File: src/rtl/serial_subtractor_if.sv
// rtl/serial_subtractor_if.sv - start/busy/done operand and result bundle for serial_subtractor (ovf when SERSUB_OVF_EN)
interface serial_subtractor_if #(
  parameter int WIDTH = 4
);
  logic             start;
  logic [WIDTH-1:0] a;
  logic [WIDTH-1:0] b;
  logic             busy;
  logic             done;
  logic [WIDTH-1:0] diff;
  logic             bout;
`ifdef SERSUB_OVF_EN
  logic             ovf;
`endif

  modport master (
    output start, a, b,
    input  busy, done, diff, bout
`ifdef SERSUB_OVF_EN
    , input ovf
`endif
  );

  modport slave (
    input  start, a, b,
    output busy, done, diff, bout
`ifdef SERSUB_OVF_EN
    , output ovf
`endif
  );
endinterface

File: src/rtl/serial_subtractor.sv
// rtl/serial_subtractor.sv - bit-serial LSB-first a-b with single borrow flop; SERSUB_OVF_EN adds signed overflow
module serial_subtractor #(
  parameter int WIDTH = 4
) (
  input logic                clk,
  input logic                rst,
  serial_subtractor_if.slave bus
);
  localparam int CW = (WIDTH > 2) ? $clog2(WIDTH) : 1;

  typedef enum logic [1:0] {
    IDLE = 2'd0,
    RUN  = 2'd1,
    DONE = 2'd2
  } state_t;

  state_t           state;
  state_t           state_next;
  logic [WIDTH-1:0] a_sh;
  logic [WIDTH-1:0] b_sh;
  logic [WIDTH-1:0] diff_q;
  logic [CW-1:0]    cnt;
  logic             brw;
  logic             bout_q;
  logic             d;
  logic             brw_next;
  logic             last_bit;
  logic             accept;
`ifdef SERSUB_OVF_EN
  logic             ovf_q;
`endif

  assign d        = a_sh[0] ^ b_sh[0] ^ brw;
  assign brw_next = (~a_sh[0] & b_sh[0]) | (~(a_sh[0] ^ b_sh[0]) & brw);
  assign last_bit = (state == RUN) && (cnt == CW'(WIDTH - 1));
  // A new request is only taken when no subtraction is in flight
  assign accept   = ((state == IDLE) || (state == DONE)) && bus.start;

  // State register
  always_ff @(posedge clk) begin
    if (rst) state <= IDLE;
    else     state <= state_next;
  end

  // Next-state: run WIDTH bit cycles, pulse DONE once, allow back-to-back start from DONE
  always_comb begin
    state_next = state;
    case (state)
      IDLE:    if (bus.start) state_next = RUN;
      RUN:     if (last_bit)  state_next = DONE;
      DONE:    state_next = bus.start ? RUN : IDLE;
      default: state_next = IDLE;
    endcase
  end

  // Handshake outputs decoded from state
  always_comb begin
    bus.busy = 1'b0;
    bus.done = 1'b0;
    case (state)
      RUN:     bus.busy = 1'b1;
      DONE:    bus.done = 1'b1;
      default: ;
    endcase
  end

  // Datapath: capture operands on accept, then shift one difference bit into the MSB per cycle
  always_ff @(posedge clk) begin
    if (rst) begin
      a_sh   <= '0;
      b_sh   <= '0;
      diff_q <= '0;
      cnt    <= '0;
      brw    <= 1'b0;
      bout_q <= 1'b0;
`ifdef SERSUB_OVF_EN
      ovf_q  <= 1'b0;
`endif
    end else if (accept) begin
      a_sh <= bus.a;
      b_sh <= bus.b;
      brw  <= 1'b0;
      cnt  <= '0;
    end else if (state == RUN) begin
      diff_q <= {d, diff_q[WIDTH-1:1]};
      a_sh   <= a_sh >> 1;
      b_sh   <= b_sh >> 1;
      brw    <= brw_next;
      cnt    <= cnt + 1'b1;
      if (last_bit) begin
        bout_q <= brw_next;
`ifdef SERSUB_OVF_EN
        // On the last bit the shift registers expose the operand sign bits and d is the result sign
        ovf_q  <= (a_sh[0] ^ b_sh[0]) & (d ^ a_sh[0]);
`endif
      end
    end
  end

  assign bus.diff = diff_q;
  assign bus.bout = bout_q;
`ifdef SERSUB_OVF_EN
  assign bus.ovf  = ovf_q;
`endif
endmodule

File: src/flat_wrapper.sv
// flat-port wrapper written by rule: the top's interface ports become plain ports
module serial_subtractor_flat 
#(
  parameter int WIDTH = 4
)
  (clk, rst, bus_start, bus_a, bus_b, bus_busy, bus_done, bus_diff, bus_bout);
  serial_subtractor_if #(.WIDTH(WIDTH)) bus_i ();
  input logic clk;
  input logic rst;
  input wire logic [$bits(bus_i.start)-1:0] bus_start;
  input wire logic [$bits(bus_i.a)-1:0] bus_a;
  input wire logic [$bits(bus_i.b)-1:0] bus_b;
  output wire logic [$bits(bus_i.busy)-1:0] bus_busy;
  output wire logic [$bits(bus_i.done)-1:0] bus_done;
  output wire logic [$bits(bus_i.diff)-1:0] bus_diff;
  output wire logic [$bits(bus_i.bout)-1:0] bus_bout;
  assign bus_i.start = bus_start;
  assign bus_i.a = bus_a;
  assign bus_i.b = bus_b;
  assign bus_busy = bus_i.busy;
  assign bus_done = bus_i.done;
  assign bus_diff = bus_i.diff;
  assign bus_bout = bus_i.bout;
  serial_subtractor #(.WIDTH(WIDTH)) u_core (.clk(clk), .rst(rst), .bus(bus_i));
endmodule
File: config.mk
export PLATFORM = sky130hd
export DESIGN_NAME = serial_subtractor_flat
export DESIGN_NICKNAME = d
export VERILOG_FILES = /design/src/rtl/serial_subtractor_if.sv /design/src/rtl/serial_subtractor.sv /design/src/flat_wrapper.sv
export SDC_FILE = /design/constraint.sdc
export NUM_CORES = 1
export LEC_CHECK = 0
export CAP_MARGIN = 10
export CORE_UTILIZATION = 25
export DETAILED_ROUTE_END_ITERATION = 10
export SLEW_MARGIN = 20
export SYNTH_ARGS = -nofsm -noshare
export SYNTH_HDL_FRONTEND = slang
export SYNTH_SLANG_ARGS = --single-unit
File: constraint.sdc
create_clock -name clk -period 1.35 [get_ports clk]
set_input_delay 0.27 -clock clk [delete_from_list [all_inputs] [get_ports clk]]
set_output_delay 0.27 -clock clk [all_outputs]
set_load 0.05 [all_outputs]
==> key figures <==
Final layout
  – ANT cells: 0
  – # fillers: 315
  – Nets: 119
  – Area occupied by multi-input gates: 392.9 um2
  – Reg area: 364.1 um2
  – Layout cells sized above 1: 29.52%
  – Synth-to-Final Area Change: 41.22%

Critical path
  – End of the critical path: bus_done
  – Worst Path Arrival: 1.05 ns
  – Critical path's top delay family: flip-flops
  – WS Path Type: flop to primary output
  – CP max FO: 4
  – Reg2Reg Launch Point: u_core.b_sh[0]$_SDFFE_PP0P_
  – CP Depth: 2
  – Startpoint types: flop
  – Reg-to-Reg End: u_core.brw$_SDFFE_PP0N_
  – Worst setup EP type: primary output
  – Critical path launch point: u_core.state[0]$_SDFFE_PP0P_
  – Worst R2R Setup Slack: 0.12 ns
  – Max stage delay cell, worst path: dfxtp_4
  – CP required: 1.08 ns
  – Cell Chain, Critical Path: and2b_2 > buf_12
  – R2R depth: 3
  – Worst Path Buf+Inv: 1
  – Slowest Stage Delay on Critical Path: 0.38 ns

Synthesis
  – #FFs+latches synth: 18
  – Ys async rst share: 0%
  – Avg Inst Size Synth: 9.756 um2
  – Ys flop type: dfxtp_1
  – EDFF count, synth: 0
  – Synth area leader: dfxtp_1
  – Yosys warning count: 0
  – Cell variety after synth: 23
  – Post-Synthesis Cells: 84
  – Synthesized Nets: 97
  – Yosys top cell area share: 43.97%
  – Sequential share of the synthesized area: 43.97%
  – Syn Std Cell Area: 819.5 um2
  – Top post-synthesis cells by area: dfxtp_1, nand2_1, a311oi_2, a311oi_1, mux2i_1

Global route
  – Vias in the first global route: 635
  – Initial antenna violation count: 0
  – Tot GR Track Use: 10.41%
  – First-pass GRT wire length: 2718 um
  – Pin count of the biggest net entering global routing: 19
  – GRT overflow: 0

Clock tree
  – H-tree depth: 1
  – Clk sinks: 18
  – CTS Buf Count: 3
  – Clock latency on the worst-skew pair: 0.28 ns
  – Root Driver: clkbuf_4
  – Hold Buf Count CTS: 0
  – Clock transition at path regs: 0.10 ns
  – CTS tree: yes
  – Clock buffer depth: 2

Placed design
  – Gpl congestion: 0.7237
  – Post-DP HPWL: 1186 um
  – Port Buf Inserts: 17
  – Dpl ws: -0.05945 ns

Routing
  – Via count: 628
  – Vias per cell: 4.215
  – Antenna viol nets, final: 0
  – DR WL/cell: 11.01 um
  – 1st-iter DRT viols: 11
  – First-pass DRT Iterations: 4
  – WL final: 1641 um
  – Residual DRC: 0

Timing
  – Fin. Hold Viols: 0
  – Final worst-path cycle share: 97.48%
  – Clock skew: 0.0006831 ns
  – Max Slew Vio Count: 0
  – Crit path time final: 1.316 ns
  – Slack of the critical path: 0.03405 ns
  – Worst-margin pin slew: 0.2640 ns
  – Final setup vio count: 0
  – RSZ-0062 raised after global routing: true
  – Max-slew headroom: 82.37%
  – Fmax: 759.9 MHz
  – Worst hold slack: 0.4975 ns

Floorplan
  – Initial Util: 26.63%
  – Die Footprint: 3511 um2
  – Die width: 59.26 um
  – Top-level I/O count: 18
  – Die Y: 59.26 um
  – Core ar.: 3078 um2
  – Placement row count: 20

Hold path
  – Worst Hold Class: flop to flop
  – Hold path depth: 2

Job
  – Max cap viols: 0

Pwr
  – Leak: 0.4177 nW
  – Pwr/cell area: 992.2 nW/um2
  – Max rail drop VDD: 494.3 uV

Status
  – Outcome: completed
metrics by stage:
stage	setup TNS [ns]	area, um2	instances	power [W]	util, %
finish	0	1157	149	0.001148	37.60
global route	-0.01264	1157	149	0.001211	37.60
CTS	0	1152	149	0.001164	37.44
detailed placement	-0.1129	1097	143	0.0008248	35.65
global placement	-0.0008472	1097	143	0.0008202	35.65
floorplan	0	819.5	84	0.0007481	-
worst min-delay path by stage:
stage / end / startpoint
CTS: u_core.a_sh[0]$_SDFFE_PP0P_ / u_core.a_sh[1]$_SDFFE_PP0P_
detailed placement: u_core.a_sh[0]$_SDFFE_PP0P_ / u_core.a_sh[1]$_SDFFE_PP0P_
global placement: u_core.a_sh[1]$_SDFFE_PP0P_ / u_core.a_sh[1]$_SDFFE_PP0P_
floorplan: u_core.a_sh[0]$_SDFFE_PP0P_ / bus_a[0]
finish: u_core.a_sh[0]$_SDFFE_PP0P_ / u_core.a_sh[1]$_SDFFE_PP0P_
global route: u_core.a_sh[0]$_SDFFE_PP0P_ / u_core.a_sh[1]$_SDFFE_PP0P_
registers in the layout, indices dropped and copies added (netlist names):
name,count
u_core.state,2
u_core.cnt,2
u_core.bus.diff,4
u_core.a_sh,4
u_core.bus.bout,1
u_core.b_sh,4
u_core.brw,1
tightest hold or removal path, cell delays in order (launching register included):
cell	delay (ns)
dfxtp_1	0.33
nand2_1	0.05
a311oi_1	0.08
cells in the mapped netlist (2+ instances only):
library cell  number
nand2_1           21
dfxtp_1           18
nor2_1             6
a21oi_1            5
a311oi_1           4
a311oi_2           3
mux2i_1            3
nor2_2             3
nor3_1             3
buf_2              2
buf_6              2
inv_1              2
nand2b_4           2
repair_timing:
| item | CTS | global route |
|---|---|---|
| setup buffers | 2 | 0 |
| gates resized for setup | 2 | 2 |
| endpoints found under the setup margin | 2 | 2 |
power by group:
| part | switching [W] | total (W) | internal [W] |
|---|---|---|---|
| clock | 0.000164 | 0.000328 | 0.000164 |
| sequential | 0.0000220 | 0.000583 | 0.000561 |
| combinational | 0.000118 | 0.000238 | 0.000119 |
| total | 0.000304 | 0.00115 | 0.000845 |
cells in the final DEF, fill, tap and decap left out:
cell type	count
a311oi_2	3
clkbuf_8	1
clkbuf_4	3
nand2b_4	2
inv_1	2
dfxtp_4	1
buf_12	8
clkdlybuf4s50_1	10
nand2_1	21
fa_2	1
xnor2_1	1
a21oi_1	5
ha_1	1
nor3_2	1
and2b_2	1
mux2i_1	3
and2b_4	1
inv_8	1
a2111oi_2	1
buf_4	4
dfxtp_1	17
nor2_2	3
o21a_1	1
a311oi_1	4
nor3_1	3
nor2_1	6
layer usage:
metal  share of wire (%)  wire (um)  track usage [%]  vias up
li1                    -          -                -      326
met1                  45        738            12.52      290
met4                 1.5         24            6.122        0
met2                  50        821            17.17       10
met5                   0          0                0        -
met3                 3.5         57            1.965        2
area by class of cell:
class,instances,area share [%]
multi-input combinational,58,33.95
timing repair buffer,22,25.08
inverter,3,1.622
sequential,18,31.46
clock buffer,4,3.135
tap,44,4.757
cell families after synthesis:
kind of cell | synth area share (%)
XOR/XNOR | 1.069
flip-flops | 43.97
adder cells (fa/ha/maj) | 3.969
AND/OR/NAND/NOR | 23.36
multiplexers | 3.664
AO/OA/AOI/OAI | 15.57
buffers and inverters | 8.397
Note: power is estimated with default switching activity, not from simulation.
